[src/rtl/rv32imc_types.sv]
// rtl/rv32imc_types.sv - shared cpu/memory-side types, including the memory arbiter FSM and source enums
package rv32imc_types;

    typedef enum logic [1:0] {
        ARB_IDLE,
        ARB_IMEM,
        ARB_DMEM
    } arb_state_t;

    typedef enum logic {
        ARB_SRC_IMEM,
        ARB_SRC_DMEM
    } arb_src_t;

    localparam int ARB_MASK_W = 4;

    function automatic logic mask_req(input logic [ARB_MASK_W-1:0] mask);
        return |mask;
    endfunction

endpackage

[src/rtl/mem_arb_wdt.sv]
// rtl/mem_arb_wdt.sv - busy-cycle watchdog; expire fires on the WDT_CYCLES-th consecutive busy cycle without mem_resp
module mem_arb_wdt #(
    parameter int WDT_CYCLES = 255
) (
    input  logic clk,
    input  logic rst,
    input  logic clr,
    input  logic busy,
    output logic expire
);

    localparam int CNT_W = $clog2(WDT_CYCLES + 1);
    localparam logic [CNT_W-1:0] LAST = CNT_W'(WDT_CYCLES - 1);

    logic [CNT_W-1:0] count;

    always_ff @(posedge clk or negedge rst) begin
        if (!rst) begin
            count <= '0;
        end else if (clr) begin
            count <= '0;
        end else if (busy) begin
            count <= count + 1'b1;
        end
    end

    // Firing on the last counted cycle lets the FSM leave on the same edge the count reaches WDT_CYCLES.
    assign expire = busy && !clr && (count == LAST);

endmodule

[src/rtl/mem_arbiter.sv]
// rtl/mem_arbiter.sv - imem/dmem to shared memory port arbiter with watchdog; MEM_ARB_RR_EN enables round-robin ties
module mem_arbiter
    import rv32imc_types::*;
#(
    parameter int ADDR_W     = 32,
    parameter int DATA_W     = 32,
    parameter int WDT_CYCLES = 255
) (
    input  logic                clk,
    input  logic                rst,
    input  logic [ADDR_W-1:0]   imem_addr,
    input  logic [DATA_W/8-1:0] imem_rmask,
    output logic [DATA_W-1:0]   imem_rdata,
    output logic                imem_resp,
    input  logic [ADDR_W-1:0]   dmem_addr,
    input  logic [DATA_W/8-1:0] dmem_rmask,
    input  logic [DATA_W/8-1:0] dmem_wmask,
    input  logic [DATA_W-1:0]   dmem_wdata,
    output logic [DATA_W-1:0]   dmem_rdata,
    output logic                dmem_resp,
    output logic [ADDR_W-1:0]   mem_addr,
    output logic                mem_read,
    output logic                mem_write,
    output logic [DATA_W/8-1:0] mem_rmask,
    output logic [DATA_W/8-1:0] mem_wmask,
    output logic [DATA_W-1:0]   mem_wdata,
    input  logic [DATA_W-1:0]   mem_rdata,
    input  logic                mem_resp,
    output logic                wdt_err
);

    arb_state_t state;
    logic       imem_req;
    logic       dmem_req;
    logic       grant_dmem;
    logic       wdt_expire;

    assign imem_req = |imem_rmask;
    assign dmem_req = (|dmem_rmask) || (|dmem_wmask);

`ifdef MEM_ARB_RR_EN
    arb_src_t last_winner;

    // Only contested grants move the pointer; uncontested ones leave fairness history alone.
    always_ff @(posedge clk or negedge rst) begin
        if (!rst) begin
            last_winner <= ARB_SRC_IMEM;
        end else if (state == ARB_IDLE && imem_req && dmem_req) begin
            last_winner <= grant_dmem ? ARB_SRC_DMEM : ARB_SRC_IMEM;
        end
    end

    always_comb begin
        grant_dmem = dmem_req;
        if (imem_req && dmem_req) begin
            grant_dmem = (last_winner == ARB_SRC_IMEM);
        end
    end
`else
    always_comb begin
        grant_dmem = dmem_req;
    end
`endif

    mem_arb_wdt #(
        .WDT_CYCLES(WDT_CYCLES)
    ) u_wdt (
        .clk    (clk),
        .rst    (rst),
        .clr    (state == ARB_IDLE),
        .busy   ((state != ARB_IDLE) && !mem_resp),
        .expire (wdt_expire)
    );

    always_ff @(posedge clk or negedge rst) begin
        if (!rst) begin
            state     <= ARB_IDLE;
            mem_addr  <= '0;
            mem_read  <= 1'b0;
            mem_write <= 1'b0;
            mem_rmask <= '0;
            mem_wmask <= '0;
            mem_wdata <= '0;
            wdt_err   <= 1'b0;
        end else begin
            case (state)
                ARB_IDLE: begin
                    if (grant_dmem) begin
                        state    <= ARB_DMEM;
                        mem_addr <= dmem_addr;
                        // A dmem request carrying a write mask is a store regardless of rmask.
                        if (|dmem_wmask) begin
                            mem_write <= 1'b1;
                            mem_rmask <= '0;
                            mem_wmask <= dmem_wmask;
                            mem_wdata <= dmem_wdata;
                        end else begin
                            mem_read  <= 1'b1;
                            mem_rmask <= dmem_rmask;
                            mem_wmask <= '0;
                        end
                    end else if (imem_req) begin
                        state     <= ARB_IMEM;
                        mem_addr  <= imem_addr;
                        mem_read  <= 1'b1;
                        mem_rmask <= imem_rmask;
                        mem_wmask <= '0;
                    end
                end
                ARB_IMEM, ARB_DMEM: begin
                    if (mem_resp || wdt_expire) begin
                        state     <= ARB_IDLE;
                        mem_read  <= 1'b0;
                        mem_write <= 1'b0;
                    end
                    if (wdt_expire) begin
                        wdt_err <= 1'b1;
                    end
                end
                default: begin
                    state <= ARB_IDLE;
                end
            endcase
        end
    end

    // A requester that flushed its mask before the response simply never sees it.
    assign imem_resp  = (state == ARB_IMEM) && mem_resp && imem_req;
    assign dmem_resp  = (state == ARB_DMEM) && mem_resp && dmem_req;
    assign imem_rdata = imem_resp ? mem_rdata : '0;
    assign dmem_rdata = dmem_resp ? mem_rdata : '0;

endmodule

[config.mk]
export PLATFORM = sky130hd
export DESIGN_NAME = mem_arbiter
export DESIGN_NICKNAME = d
export VERILOG_FILES = /design/src/rtl/rv32imc_types.sv /design/src/rtl/mem_arb_wdt.sv /design/src/rtl/mem_arbiter.sv
export SDC_FILE = /design/constraint.sdc
export NUM_CORES = 1
export LEC_CHECK = 0
export BUFFER_PORTS_ARGS = -buffer_cell sky130_fd_sc_hd__buf_2
export CELL_PAD_IN_SITES_DETAIL_PLACEMENT = 1
export CELL_PAD_IN_SITES_GLOBAL_PLACEMENT = 1
export CORE_MARGIN = 2
export CORE_UTILIZATION = 28
export CTS_BUF_LIST = sky130_fd_sc_hd__clkbuf_8
export DETAILED_ROUTE_END_ITERATION = 16
export PLACE_DENSITY_LB_ADDON = 0.08
export SLEW_MARGIN = 10
export SYNTH_ARGS = -nofsm -noshare
export SYNTH_HDL_FRONTEND = slang
export SYNTH_SLANG_ARGS = --single-unit
[constraint.sdc]
create_clock -name clk -period 2.2 [get_ports clk]
set_input_delay 0.44 -clock clk [delete_from_list [all_inputs] [get_ports clk]]
set_output_delay 0.44 -clock clk [all_outputs]
set_load 0.03 [all_outputs]
==> results.cfg <==
[run_status]
outcome = finished, violations left
violations = setup timing

[floorplanning]
rows = 44
core_area_um2 = 14640
start_util_pct = 28.83
die-area_um2 = 16080
pin_count = 284
fp.dieW_um = 126.8
die_y_um = 126.8

[logic_synthesis]
netlist_area_um2 = 4222
yosysTopAreaCell = dfrtp_1
ys_seq_area_share_pct = 50.39
ys_warn_count = 0
syn-num-nets = 530
synthCells = 382
synth-seq-cells = 85
yosys.area.top_type_share_pct = 50.39
synth_area_leaders = dfrtp_1 (50%), and2_1 (9.5%), mux2_2 (8.5%), mux2i_1 (7.8%), nand2_1 (3.6%)
syn_area_per_cell_um2 = 11.05
yosysUniqueCellTypes = 36

[final_layout]
multi_input_area_um2 = 2123
layout.area.seq_um2 = 2127
drive_gt1_share_pct = 62.26
utilization_pct = 46.71
final_cell_area_um2 = 6840
syn_to_final_growth_pct = 62.03
nFillCells = 1673
final_common_cell = buf_2
layout_common_cells = buf_2 (215), dfrtp_1 (85), buf_6 (67), and2_4 (56), nand2_1 (40)
layout.nets = 832

[worst_setup_path]
path_max_fanout = 8
r2r_end = mem_read
endpoint_kind = primary output
critPathLaunchType = primary input
reg2reg_from = state[0]
critPathRequiredTime_ns = 1.76
critPathArrivalTime_ns = 1.77
r2r_slack_ns = 0.48
crit_type = primary input to primary output
rr_worst_depth = 6

[grt]
grt_pass1_wl_um = 22830
antenna_found_initial = 0
grt_pass1_vias = 4435
grt_usage_pct = 17.95
grt_max_degree = 40
grt_overflow = 0

[drt]
drt_wl_total_um = 14810
drt_iter0_drc = 63
dr.pass1.iters = 4
vias = 4061
ant_nets = 0
routed_via_density = 4.646
drc_errors = 0
wl_per_cell_um = 16.94

[placement]
dpl-instance-area_um2 = 6050
portBuffers = 283
dp_hpwl_um = 10940
place_congestion = 0.7547
pre_cts_slack_ns = -0.1340

[power_and_ir_drop]
ir_worst_vdd_v = 0.0008006
p_leak_nw = 3.393
p_per_area_nw_per_um2 = 1322
total_power_mw = 9.046

[sta]
maxSlewHeadroom_pct = 71.31
period_needed_ns = 2.208
min_period_over_period_pct = 100.4
fin_ws_ns = -0.008114
tightest_slew_ns = 0.4264
timing_hold_violations_final = 0
setup_viol = 8
finalMaxSlewViolations = 0
clock_skew_ns = 0.007712
fmax_mhz = 452.9
rsz0062_at_grt = yes

[clocking]
worst_skew_pair.late_latency_ns = 0.35
clock_sinks = 85
root_buffer = clkbuf_8
cts_tree = done
clkTransAtPathRegs_ns = 0.08
h-tree-depth = 3
cts_buffers = 9
clock_path_buffers = 2
cts_hold_buf = 0

[flow_run]
maxCapViolations = 0

[hold_path]
hp-class = primary input to asynchronous set/reset pin
## stage by stage
| step | hold WS [ns] | cells | setup TNS (ns) |
|---|---|---|---|
| 6_report | 0.005755 | 874 | -0.03461 |
| 5_1_grt | 0.008537 | 873 | -0.7964 |
| 4_1_cts | 0.001451 | 870 | -0.08905 |
| 3_5_place_dp | 0.3977 | 849 | -8.080 |
| 3_3_place_gp | 0.3925 | 849 | -5.879 |
| 2_1_floorplan | 0.1444 | 382 | -1.019 |
## Yosys cell counts, drive strengths merged
cell type,number
nand4,1
ha,5
o31ai,5
a22o,2
nand2,40
xor2,4
xnor2,1
dfrtp,85
o211ai,1
a21oi,11
nor2b,3
or4,3
nor2,10
inv,4
or3,2
nand2b,1
mux2,36
o21ai,35
and3,3
a21o,1
clkbuf,9
mux2i,33
nand4b,2
nor4,2
nand3,5
buf,14
and2,64
## logic make-up after synthesis
kind of cell	Yosys count	synth area share, %
flops	85	50.39
simple gates	136	18.26
buf+inv	27	3.971
mux	69	17.43
fa+ha+maj	5	1.482
compound gates	55	7.439
xor+xnor	5	1.037
## worst max-delay path by stage
stage / to / slack (ns) / start
after CTS: dmem_rdata[28] / -0.01 / dmem_wmask[2]
final: dmem_rdata[12] / -0.008 / dmem_wmask[2]
after global routing: dmem_rdata[15] / -0.04 / dmem_wmask[2]
after detailed placement: dmem_rdata[31] / -0.13 / dmem_wmask[0]
after global placement: dmem_rdata[31] / -0.11 / dmem_wmask[0]
after floorplan: imem_rdata[22] / -0.05 / imem_rmask[2]
## flip-flops by register name, indices dropped and copies added (netlist names), 2 cells and up
register,count
state,2
mem_wmask,4
mem_rmask,4
u_wdt.count,8
mem_addr,32
mem_wdata,32
## final cells by class
class                           instances  share of cell area, %
Clock buffer                           10                  2.012
Sequential cell                        85                  31.10
Tap cell                              184                  3.366
Inverter                                4                 0.2195
Multi-Input combinational cell        274                  31.04
Clock inverter                          6                  1.043
Antenna cell                            1                0.03658
Timing Repair Buffer                  310                  31.19
## timing repair
item / in CTS / in global routing
pin swaps: 5 / 3
gates cloned: 4 / 1
gates resized for setup: 93 / 97
setup buffers: 1 / 2
endpoints found under the setup margin: 64 / 64
## report_power, final
| group | leakage (nW) | switching [mW] | internal [mW] |
|---|---|---|---|
| registers | 1.04 | 0.360 | 2.27 |
| clock network | 0.0991 | 0.599 | 0.564 |
| logic | 2.26 | 3.24 | 2.01 |
## metal layers
layer  vias to the layer above  GRT usage, %  wire, um
li1                       1914             -         -
met1                      1950         19.38      5453
met2                       177         33.70      7952
met3                        20         4.724      1143
met4                         0         6.464       259
met5                         -             0         0
## critical path, stage by stage
cell and delay, ns:
buf_6 0.09, or4_4 0.54, nand2b_4 0.20, and3_4 0.21, and2_4 0.15, buf_6 0.13
(Power assumes the default switching activity.)
